==> config.mk <==
export PLATFORM = sky130hd
export DESIGN_NAME = acc_normalizer
export DESIGN_NICKNAME = d
export VERILOG_FILES = /design/src/rtl/acc_normalizer.sv
export SDC_FILE = /design/constraint.sdc
export NUM_CORES = 1
export LEC_CHECK = 0
export ABC_AREA = 0
export BUFFER_PORTS_ARGS = -buffer_cell sky130_fd_sc_hd__buf_2
export CAP_MARGIN = 20
export CORE_MARGIN = 1.5
export CORE_UTILIZATION = 36
export DETAILED_ROUTE_END_ITERATION = 10
export PLACE_DENSITY = 0.58
export SYNTH_ARGS = -nofsm -noshare
export SYNTH_HDL_FRONTEND = slang
export SYNTH_SLANG_ARGS = --single-unit
==> constraint.sdc <==
create_clock -name clk -period 4.3 [get_ports clk]
set_input_delay 0.645 -clock clk [delete_from_list [all_inputs] [get_ports clk]]
set_output_delay 0.645 -clock clk [all_outputs]
set_load 0.01 [all_outputs]
==> src/rtl/acc_normalizer.sv <==
`default_nettype none
// ============================================================================
// Module   : acc_normalizer
// Purpose  : Sequential normalizer. Compresses a 34-bit unsigned accumulator
//            value into an 8-bit mantissa and a 5-bit shift count so that
//            (out << n_shift) reconstructs the value, truncated toward zero.
//            The shift is found one binary stage per cycle (16, 8, 4, 2, 1).
// Ports    : clk        - clock, rising edge
//            rst        - synchronous active-high reset
//            in_valid   - in_data is valid
//            in_ready   - block accepts input (IDLE only)
//            in_data    - 34-bit unsigned accumulator value
//            out_valid  - result valid, held until consumed
//            out_ready  - downstream accepts the result
//            out        - 8-bit mantissa (registered)
//            n_shift    - 5-bit shift count (registered)
//            error      - inexact flag: a nonzero bit was discarded
// Revision : 1.0 - initial release
// ============================================================================
module acc_normalizer (
   input  logic        clk,
   input  logic        rst,
   input  logic        in_valid,
   output logic        in_ready,
   input  logic [33:0] in_data,
   output logic        out_valid,
   input  logic        out_ready,
   output logic [7:0]  out,
   output logic [4:0]  n_shift,
   output logic        error
);

   typedef enum logic [1:0] {
      IDLE = 2'd0,
      BUSY = 2'd1,
      DONE = 2'd2
   } state_t;

   localparam logic [2:0] LAST_STAGE = 3'd4;

   state_t      state;
   logic [33:0] x;
   logic [4:0]  n;
   logic        sticky;
   logic [2:0]  stage;

   // One stage of the greedy decomposition of (msb - 7)
   logic [4:0]  step;
   logic [33:0] low_mask;
   logic        take;
   logic [33:0] x_next;
   logic [4:0]  n_next;
   logic        sticky_next;

   always_comb begin
      step        = 5'd16 >> stage;
      low_mask    = (34'd1 << step) - 34'd1;
      // x >= 2^(7+step) exactly when some bit at or above 7+step is set
      take        = (x >> (step + 5'd7)) != 34'd0;
      x_next      = x;
      n_next      = n;
      sticky_next = sticky;
      if (take) begin
         x_next      = x >> step;
         n_next      = n + step;
         sticky_next = sticky | ((x & low_mask) != 34'd0);
      end
   end

   always_ff @(posedge clk) begin
      if (rst) begin
         state   <= IDLE;
         x       <= '0;
         n       <= '0;
         sticky  <= 1'b0;
         stage   <= '0;
         out     <= '0;
         n_shift <= '0;
         error   <= 1'b0;
      end else begin
         case (state)
            IDLE: begin
               if (in_valid) begin
                  x      <= in_data;
                  n      <= '0;
                  sticky <= 1'b0;
                  stage  <= '0;
                  state  <= BUSY;
               end
            end
            BUSY: begin
               x      <= x_next;
               n      <= n_next;
               sticky <= sticky_next;
               stage  <= stage + 3'd1;
               if (stage == LAST_STAGE) begin
                  // After the 1-step stage x_next < 256, so no bits are lost here
                  out     <= x_next[7:0];
                  n_shift <= n_next;
                  error   <= sticky_next;
                  state   <= DONE;
               end
            end
            DONE: begin
               if (out_ready) begin
                  state <= IDLE;
               end
            end
            default: begin
               state <= IDLE;
            end
         endcase
      end
   end

   // Handshake flags decode from the state register only
   assign in_ready  = (state == IDLE);
   assign out_valid = (state == DONE);

endmodule
`default_nettype wire

# Word-level counts from Yosys, hierarchy flattened
# Index checks and enable logic that the tools add are counted.
# word_totals
out_inout_bits,16
register_bits,59
input_bits,38
elab_cells,49
# op_classes
reduce_logical,8
addsub,4
n_shift,4
eq_ne,7
muxes,15
bitwise,2
# op_table
op,count
$mux W34,2
$pmux W34 S2,1
$reduce_bool A34 Y1,2
$shr A34 B5 Y34,2
$and A34 B34 Y34,1
$shl A1 B5 Y34 const A,1
$sub A34 B1 Y34 const B,1
$mux W5,2
$pmux W5 S2,1
$mux W2,3
$ne A2 B2 Y1 const B,3
$pmux W2 S3,1
$pmux W3 S2,1
$reduce_and A3 Y1,2
$add A5 B3 Y5 const B,1
$add A5 B5 Y5,1
$shr A5 B3 Y5 const A,1
$reduce_and A2 Y1,2
$add A3 B1 Y3 const B,1
$eq A3 B3 Y1 const B,1
$mux W3,1
$eq A2 B1 Y1 const B,1
$eq A2 B2 Y1 const B,1
$logic_not A2 Y1,1
5 further kinds,6

# Depth between registers and ports, before layout
# Gate-level depths: netlist (run 1).
# logic_depth
ltp_word,8
mapped_depth,22
mapped_depth_nobuf,15

# Worst setup path after synthesis (run 1)
# No wires, ideal clock.
# synth_path
path_kind,register to register
start,register stage[2]
end,register error
stages_incl_launch_ff,20
path_buffers,5
synth_period_minus_slack_ns,4.541
arrival_time_ns,4.421
setup_ns,0.120
setup_slack_ns,-0.241
required_time_ns,4.180
cell_sequence,dfxtp_1 > buf_2 > inv_2 > ha_1 > buf_2 > buf_1 > inv_2 > buf_1 > ha_1 > clkbuf_1 > o21ai_0 > ha_1 > o21ai_1 > nor3_1 > nand3_1 > or2_2 > xnor2_1 > a211o_1 > o41a_1 > o31a_1
# synth_via
elab_chain_cells,7
elab_cells_between_ends,12
classes_between,add/sub: 2; eq/ne: 1; shift: 3; mux: 1; bitwise: 2; reduce/logical: 3
# synth_lines
item,line,text
"start, declared",45,logic [2:0] stage;
"start signal, assigned",95,stage <= stage + 3'd1;
$shr A5 B3 Y5,56,step = 5'd16 >> stage;
$shl A1 B5 Y34,57,low_mask = (34'd1 << step) - 34'd1;
$sub A34 B1 Y34,57,
$and A34 B34 Y34,66,sticky_next = sticky | ((x & low_mask) != 34'd0);
$reduce_bool A34 Y1,66,
$or A1 B1 Y1,66,
$mux W1,63,if (take) begin
"end signal, assigned",100,error <= sticky_next;
"end, declared",30,output logic error
# Parallel ways exist; a longest one is shown, timed or not.
# A chain may end at the register's enable or synchronous reset.

# Final worst setup path (run 1)
# layout_path
start,register stage[0]
end,register error
# Same word-level chain as after synthesis.

==> results of run 1 <==
==> per-layer routing <==
metal / global-route usage, % / vias up / wire length, microns
met5: 0 / - / 0
met4: 10.87 / 0 / 952
met3: 5.537 / 76 / 2176
met2: 40.10 / 386 / 10510
met1: 34.96 / 3272 / 10150
li1: - / 3171 / -
==> worst max-delay path, stage by stage, from the launching register on <==
cell and delay [ps]:
dfxtp_2 340, inv_1 80, ha_1 160, buf_4 410, nor3_1 170, o21ai_0 260, ha_1 240, o21ai_1 120
or3_4 380, o311ai_0 410, nand3_1 100, or4_1 510, o41a_1 460, o31a_1 250
==> sequential cells by signal, indices dropped and copies added (netlist names) <==
signal   cells
error        1
n            5
n_shift      5
out          8
stage        3
state        2
sticky       1
x           34
==> logic make-up after synthesis <==
logic type	count (synthesis)	share of synthesized area (%)
simple gates	313	24.05
compound gates	250	28.53
buf+inv	107	7.350
mux	82	16.46
flops	59	18.65
xor+xnor	17	2.351
fa+ha+maj	13	2.608
==> through the flow <==
stage / instances / setup slack [ps] / utilization, % / power [uW] / hold WS (ps)
5_1_grt: 1084 / 40.76 / 41.05 / 2270 / 471.8
4_1_cts: 1084 / 217.2 / 40.98 / 2160 / 455.7
3_5_place_dp: 1068 / 247.6 / 39.31 / 1456 / 444.6
6_report: 1084 / 313.3 / 41.05 / 2178 / 455.4
3_3_place_gp: 1068 / 231.5 / 39.31 / 1464 / 440.9
2_1_floorplan: 841 / 21.24 / - / 1219 / 452.7
==> power by group through the flow <==
stage / Clock, uW / Combinational [uW] / Sequential, uW
3_5_place_dp: 0 / 746 / 711
2_1_floorplan: 0 / 587 / 632
4_1_cts: 711 / 751 / 699
3_3_place_gp: 0 / 750 / 714
6_report: 702 / 769 / 706
5_1_grt: 730 / 834 / 706
==> layout make-up <==
| class | instances | area share, % |
|---|---|---|
| multi-input combinational | 675 | 66.40 |
| timing repair buffer | 89 | 7.745 |
| inverter | 20 | 1.096 |
| clock buffer | 10 | 3.378 |
| clock inverter | 6 | 0.6897 |
| sequential | 59 | 16.71 |
| tap | 225 | 3.979 |
==> placed cells by master, fill, tap and decap left out, types with 5 or more instances in the layout <==
cell type / synthesis / layout
and2_1: 8 / 7
o31ai_1: 5 / 5
xnor2_1: 13 / 13
mux2i_1: 58 / 57
nand3_1: 31 / 31
buf_2: 19 / 53
nor2b_1: 10 / 10
a211o_1: 6 / 6
and3_1: 13 / 13
clkbuf_16: 0 / 9
or3_1: 6 / 6
nor3_1: 23 / 22
o2111ai_1: 5 / 5
inv_1: 16 / 16
nand2_1: 96 / 96
a211oi_1: 30 / 30
o21ai_0: 33 / 33
a22oi_1: 12 / 12
ha_1: 10 / 9
mux2_2: 5 / 5
o211ai_1: 8 / 8
a21oi_1: 57 / 57
buf_4: 6 / 35
a2111oi_0: 8 / 8
dfxtp_1: 59 / 58
a21o_1: 6 / 6
a31oi_1: 12 / 12
nand2b_1: 8 / 8
nand3b_1: 10 / 10
nor2_1: 76 / 76
o21ai_1: 8 / 8
a311oi_1: 9 / 9
mux4_2: 17 / 17
==> worst paths after layout <==
check / from / end / slack, ps / depth (start not counted)
min reg2reg: out[3]$_SDFFE_PP0P_ / out[3]$_SDFFE_PP0P_ / 460 / 2
min: out[3]$_SDFFE_PP0P_ / out[3]$_SDFFE_PP0P_ / 460 / 2
max reg2reg: stage[0]$_SDFFE_PP0P_ / error$_SDFFE_PP0P_ / 310 / 13
max: stage[0]$_SDFFE_PP0P_ / error$_SDFFE_PP0P_ / 310 / 13
==> what timing repair did <==
action / CTS / global route
setup endpoints to repair: 0 / 4
gates resized for setup: 0 / 3
hold buffers: 0 / 0
==> results.cfg, run 1 <==
[setup_path]
worst-endpoint-required_ps = 4530
critical_path.endpoint_type = register
critPathLaunchType = register
timing.critical_path.arrival_ps = 4220
crit_fanout = 44
timing.setup.critical_path_class = register to register

[yosys]
synth_area_leaders = dfxtp_1, mux2i_1, mux4_2, nand2_1, a21oi_1
ys_seq_elements = 59
netlist_top_cells_count = nand2_1, nor2_1, dfxtp_1
yosysTopAreaCell = dfxtp_1
synth-edff-count = 0
synth.most_common_cell = nand2_1
synth_seq_area_share_pct = 18.65
synth_warnings = 0
syn-cell-area_sq_um = 6332
synth.distinct_cells = 87
synth_largest_type_area_fraction_pct = 18.65
mean_area_per_synthesized_cell_sq_um = 7.530
postSynth.asyncResetShare_pct = 0
post_synth_inst_count = 841
post_synthesis_net_count = 890
flip_flop_cell_with_the_highest_count_after_synthesis = dfxtp_1

[final_layout]
antenna_cells_inserted = 0
num-nets-final = 903
area.sequential_sq_um = 1182
final_area_sq_um = 7076
multiInputGateArea_sq_um = 4698
fill_cells = 1754
area_growth_syn_to_layout_pct = 11.74
layout-drive-gt1-share_pct = 18.39

[power_and_ir_drop]
peakVddDrop_uv = 272.7
power.combinational.fraction_pct = 35.3
power_switching_share_pct = 39.95
power.clock.fraction_pct = 32.2
sequentialPowerShare_pct = 32.4
switching_power_uw = 869.9
power.density_nw_per_um2 = 307.8
p_int_uw = 1308
p_leak_uw = 0.002786

[floorplanning]
fp.dieH_microns = 135.6
die_outline_area_sq_um = 18390
chipWidth_microns = 135.6
num_rows = 48
initial_utilization_pct = 36.74
i_o_pin_count = 54
placeableCoreArea_sq_um = 17240

[timing]
achievable-frequency_mhz = 250.8
worstMarginPinSlew_ps = 903.9
setup-violations-final = 0
timing.clock.skew_ps = 10.26
layout_worst_path_cycle_share_pct = 92.71
setup_tns_ps = 0
final_hold_violating_endpoints = 0
timing.final.max_slew_violations = 0
grt_setup_unrepaired = false
max-slew-margin-rel_pct = 39.74
final.min_clock_period_ps = 3987

[global_route]
grt_overflow_total = 0
grt_pass1_vias = 6398
grt.total_usage_pct = 25.99
largest_net_degree_at_the_start_of_global_routing = 45
grt_pass1_wl_microns = 36840
grt_antenna_before_repair = 0

[cts]
htree_num_levels = 3
cts-root-to-sink-buffers = 2
cts_tree = done
cts-buffers-inserted = 9
cts.reportedPaths.clkPinSlew_ps = 60
worst_skew_pair.late_latency_ps = 340
post-cts-setup-buffer-count = 0
cts.sink_count = 59
cts.root.buffer_cell = clkbuf_16

[route]
vias = 6905
number_of_iterations_in_the_first_detailed_routing_pass = 7
final_antenna_net_count = 0
detail_route.drc_violations = 0
drt_first_iter_violations = 798
routed_wire_length_per_instance_microns = 21.94
routed_via_density = 6.370
finalWirelength_microns = 23780

[place]
post_dp_cell_area_sq_um = 6777
hpwl_microns = 17290
finalWeightedCongestion = 0.9804
portBuffers = 53

[hold_path]
hp-class = register to register

[outcome]
status = complete, no violations

[run]
max_cap_viol_count = 0
Power figures use the tool's default switching activity.
==> inputs of run 2 (changes only) <==
PLACE_DENSITY = 0.52   (was 0.58)
==> run 2 against run 1 <==
  * Via count grew 0.71%
  * Final cell count grew 0.55%
  * Register-to-register slack lost 20 ps
  * Worst setup slack lost 16 ps
  * Largest power group unchanged
  * Sequential cell count is the same
  * Clock skew grew 1.0 ps
  * Core utilization grew 0.22 points
  * Sequential power is essentially flat
  * Worst hold slack lost 3.4 ps
  * Sequential share of layout area shrank 0.088 points
==> results.cfg, run 2 (synthesized netlist as in run 1, its figures left out) <==
[power_and_ir_drop]
peakVddDrop_uv = 200.9
switching_power_uw = 871.6
p_leak_uw = 0.002824
power_switching_share_pct = 39.27
power.combinational.fraction_pct = 35.4
sequentialPowerShare_pct = 31.7
p_int_uw = 1348
power.density_nw_per_um2 = 312.1
power.clock.fraction_pct = 32.9

[route]
drt_first_iter_violations = 701
met1_length_microns = 11090
final_antenna_net_count = 0
routed_wire_length_per_instance_microns = 22.75
finalWirelength_microns = 24800
routed_via_density = 6.380
vias = 6954
number_of_iterations_in_the_first_detailed_routing_pass = 6
detailroute.wirelength.met3_microns = 2173
detail_route.drc_violations = 0
topRoutingLayerUsed = met4
wl_met2_microns = 10650

[hold_path]
hp-class = register to register
worst_hold_path.num_cells = 2

[setup_path]
cell_family_with_most_cp_delay = compound AO/OA/AOI/OAI gates
critical_path.endpoint_type = register
crit_fanout = 10
rr_worst_depth = 13
timing.critical_path.arrival_ps = 4230
timing.setup.critical_path_class = register to register
cpMaxStageDelayCell = or4_1
critical-path-top-cell-by-count = ha_1
path_buf_inv = 2
path_cells = inv_1, ha_1, and2_2, ha_1, buf_4, or2_0, a32oi_2, nand2_2, o311ai_0, nand3_1, or4_1, o41a_1, o31a_1
critPathLaunchType = register
cp_num_cells = 13
max_stage_delay_ps = 510
worst-endpoint-required_ps = 4520

[timing]
worstMarginPinSlew_ps = 948.5
setup-violations-final = 0
layout_worst_path_cycle_share_pct = 93.09
grt_setup_unrepaired = false
timing.clock.skew_ps = 11.28
final.min_clock_period_ps = 4003
setup_tns_ps = 0
final_hold_violating_endpoints = 0
timing.final.max_slew_violations = 0
finalHoldWorstSlack_ps = 452.0
achievable-frequency_mhz = 249.8
max-slew-margin-rel_pct = 36.76

[floorplanning]
fp.dieH_microns = 135.6
num_rows = 48
die_outline_area_sq_um = 18390
initial_utilization_pct = 36.74
i_o_pin_count = 54
placeableCoreArea_sq_um = 17240
chipWidth_microns = 135.6

[place]
post_dp_cell_area_sq_um = 6817
portBuffers = 53
placed_cells_incl_taps = 1075
finalWeightedCongestion = 0.9774
hpwl_microns = 18130

[final_layout]
reg_top3 = x (34), out (8)
largest_reg_flops = 34
layout_commonest_cell = nand2_1
layout-drive-gt1-share_pct = 18.73
multiInputGateArea_sq_um = 4692
area.sequential_sq_um = 1182
regMostFlops = x
final_core_density_pct = 41.27
instances_no_fill = 1090
num-nets-final = 910
antenna_cells_inserted = 0
most-common-layout-cells = nand2_1, nor2_1, dfxtp_1
area_growth_syn_to_layout_pct = 12.33
fill_cells = 1756
final_area_sq_um = 7113

[cts]
cts-root-to-sink-buffers = 2
cts.sink_count = 59
cts.reportedPaths.clkPinSlew_ps = 60
worst_skew_pair.late_latency_ps = 340
cts-buffers-inserted = 9
cts.root.buffer_cell = clkbuf_16
cts_tree = done
htree_num_levels = 3
post-cts-setup-buffer-count = 0

[run]
max_cap_viol_count = 0

[global_route]
grt.total_usage_pct = 27.24
grt_pass1_wl_microns = 38420
grt_antenna_before_repair = 0
grt_pass1_vias = 6487
grt_overflow_total = 0
largest_net_degree_at_the_start_of_global_routing = 42

[outcome]
status = complete, no violations
-- run 2: cell type report --
cell class                      count  area share (%)
Sequential cell                    59           16.62
Clock inverter                      6          0.9323
Multi-Input combinational cell    675           65.96
Inverter                           20           1.091
Timing Repair Buffer               96           8.267
Tap cell                          225           3.958
Clock buffer                        9           3.166
-- run 2: worst paths after layout --
kind                                             from             endpoint  slack [ps]
worst max register to register  stage[1]$_SDFFE_PP0P_   error$_SDFFE_PP0P_         300
worst max-delay path            stage[1]$_SDFFE_PP0P_   error$_SDFFE_PP0P_         300
worst min-delay path              out[6]$_SDFFE_PP0P_  out[6]$_SDFFE_PP0P_         450
worst min register to register    out[6]$_SDFFE_PP0P_  out[6]$_SDFFE_PP0P_         450
-- run 2: worst min-delay path, stage by stage, from the launching register on --
cell and delay, ps:
dfxtp_1 300, nand2_1 50, a21oi_1 50
-- run 2: routing by layer --
layer	up-vias	global-route usage, %
met3	83	5.799
met5	-	0
li1	3182	-
met4	0	9.498
met2	392	40.92
met1	3297	38.27
-- run 2: power groups by stage --
stage / Combinational [uW] / Sequential [uW] / Clock [uW]
2_1_floorplan: 587 / 632 / 0
3_3_place_gp: 768 / 709 / 0
3_5_place_dp: 763 / 707 / 0
4_1_cts: 767 / 695 / 733
5_1_grt: 849 / 702 / 766
6_report: 787 / 704 / 729
-- run 2: through the flow --
step | power, uW | worst slack, ps
2_1_floorplan | 1219 | 21.24
3_3_place_gp | 1477 | 349.9
3_5_place_dp | 1470 | 348.4
4_1_cts | 2195 | 318.2
5_1_grt | 2317 | 39.64
6_report | 2220 | 297.3
-- run 2: timing repair --
| item | in CTS | in global routing |
|---|---|---|
| hold buffers | 0 | 0 |
| setup endpoints to repair | 0 | 2 |
| resized for setup | 0 | 2 |
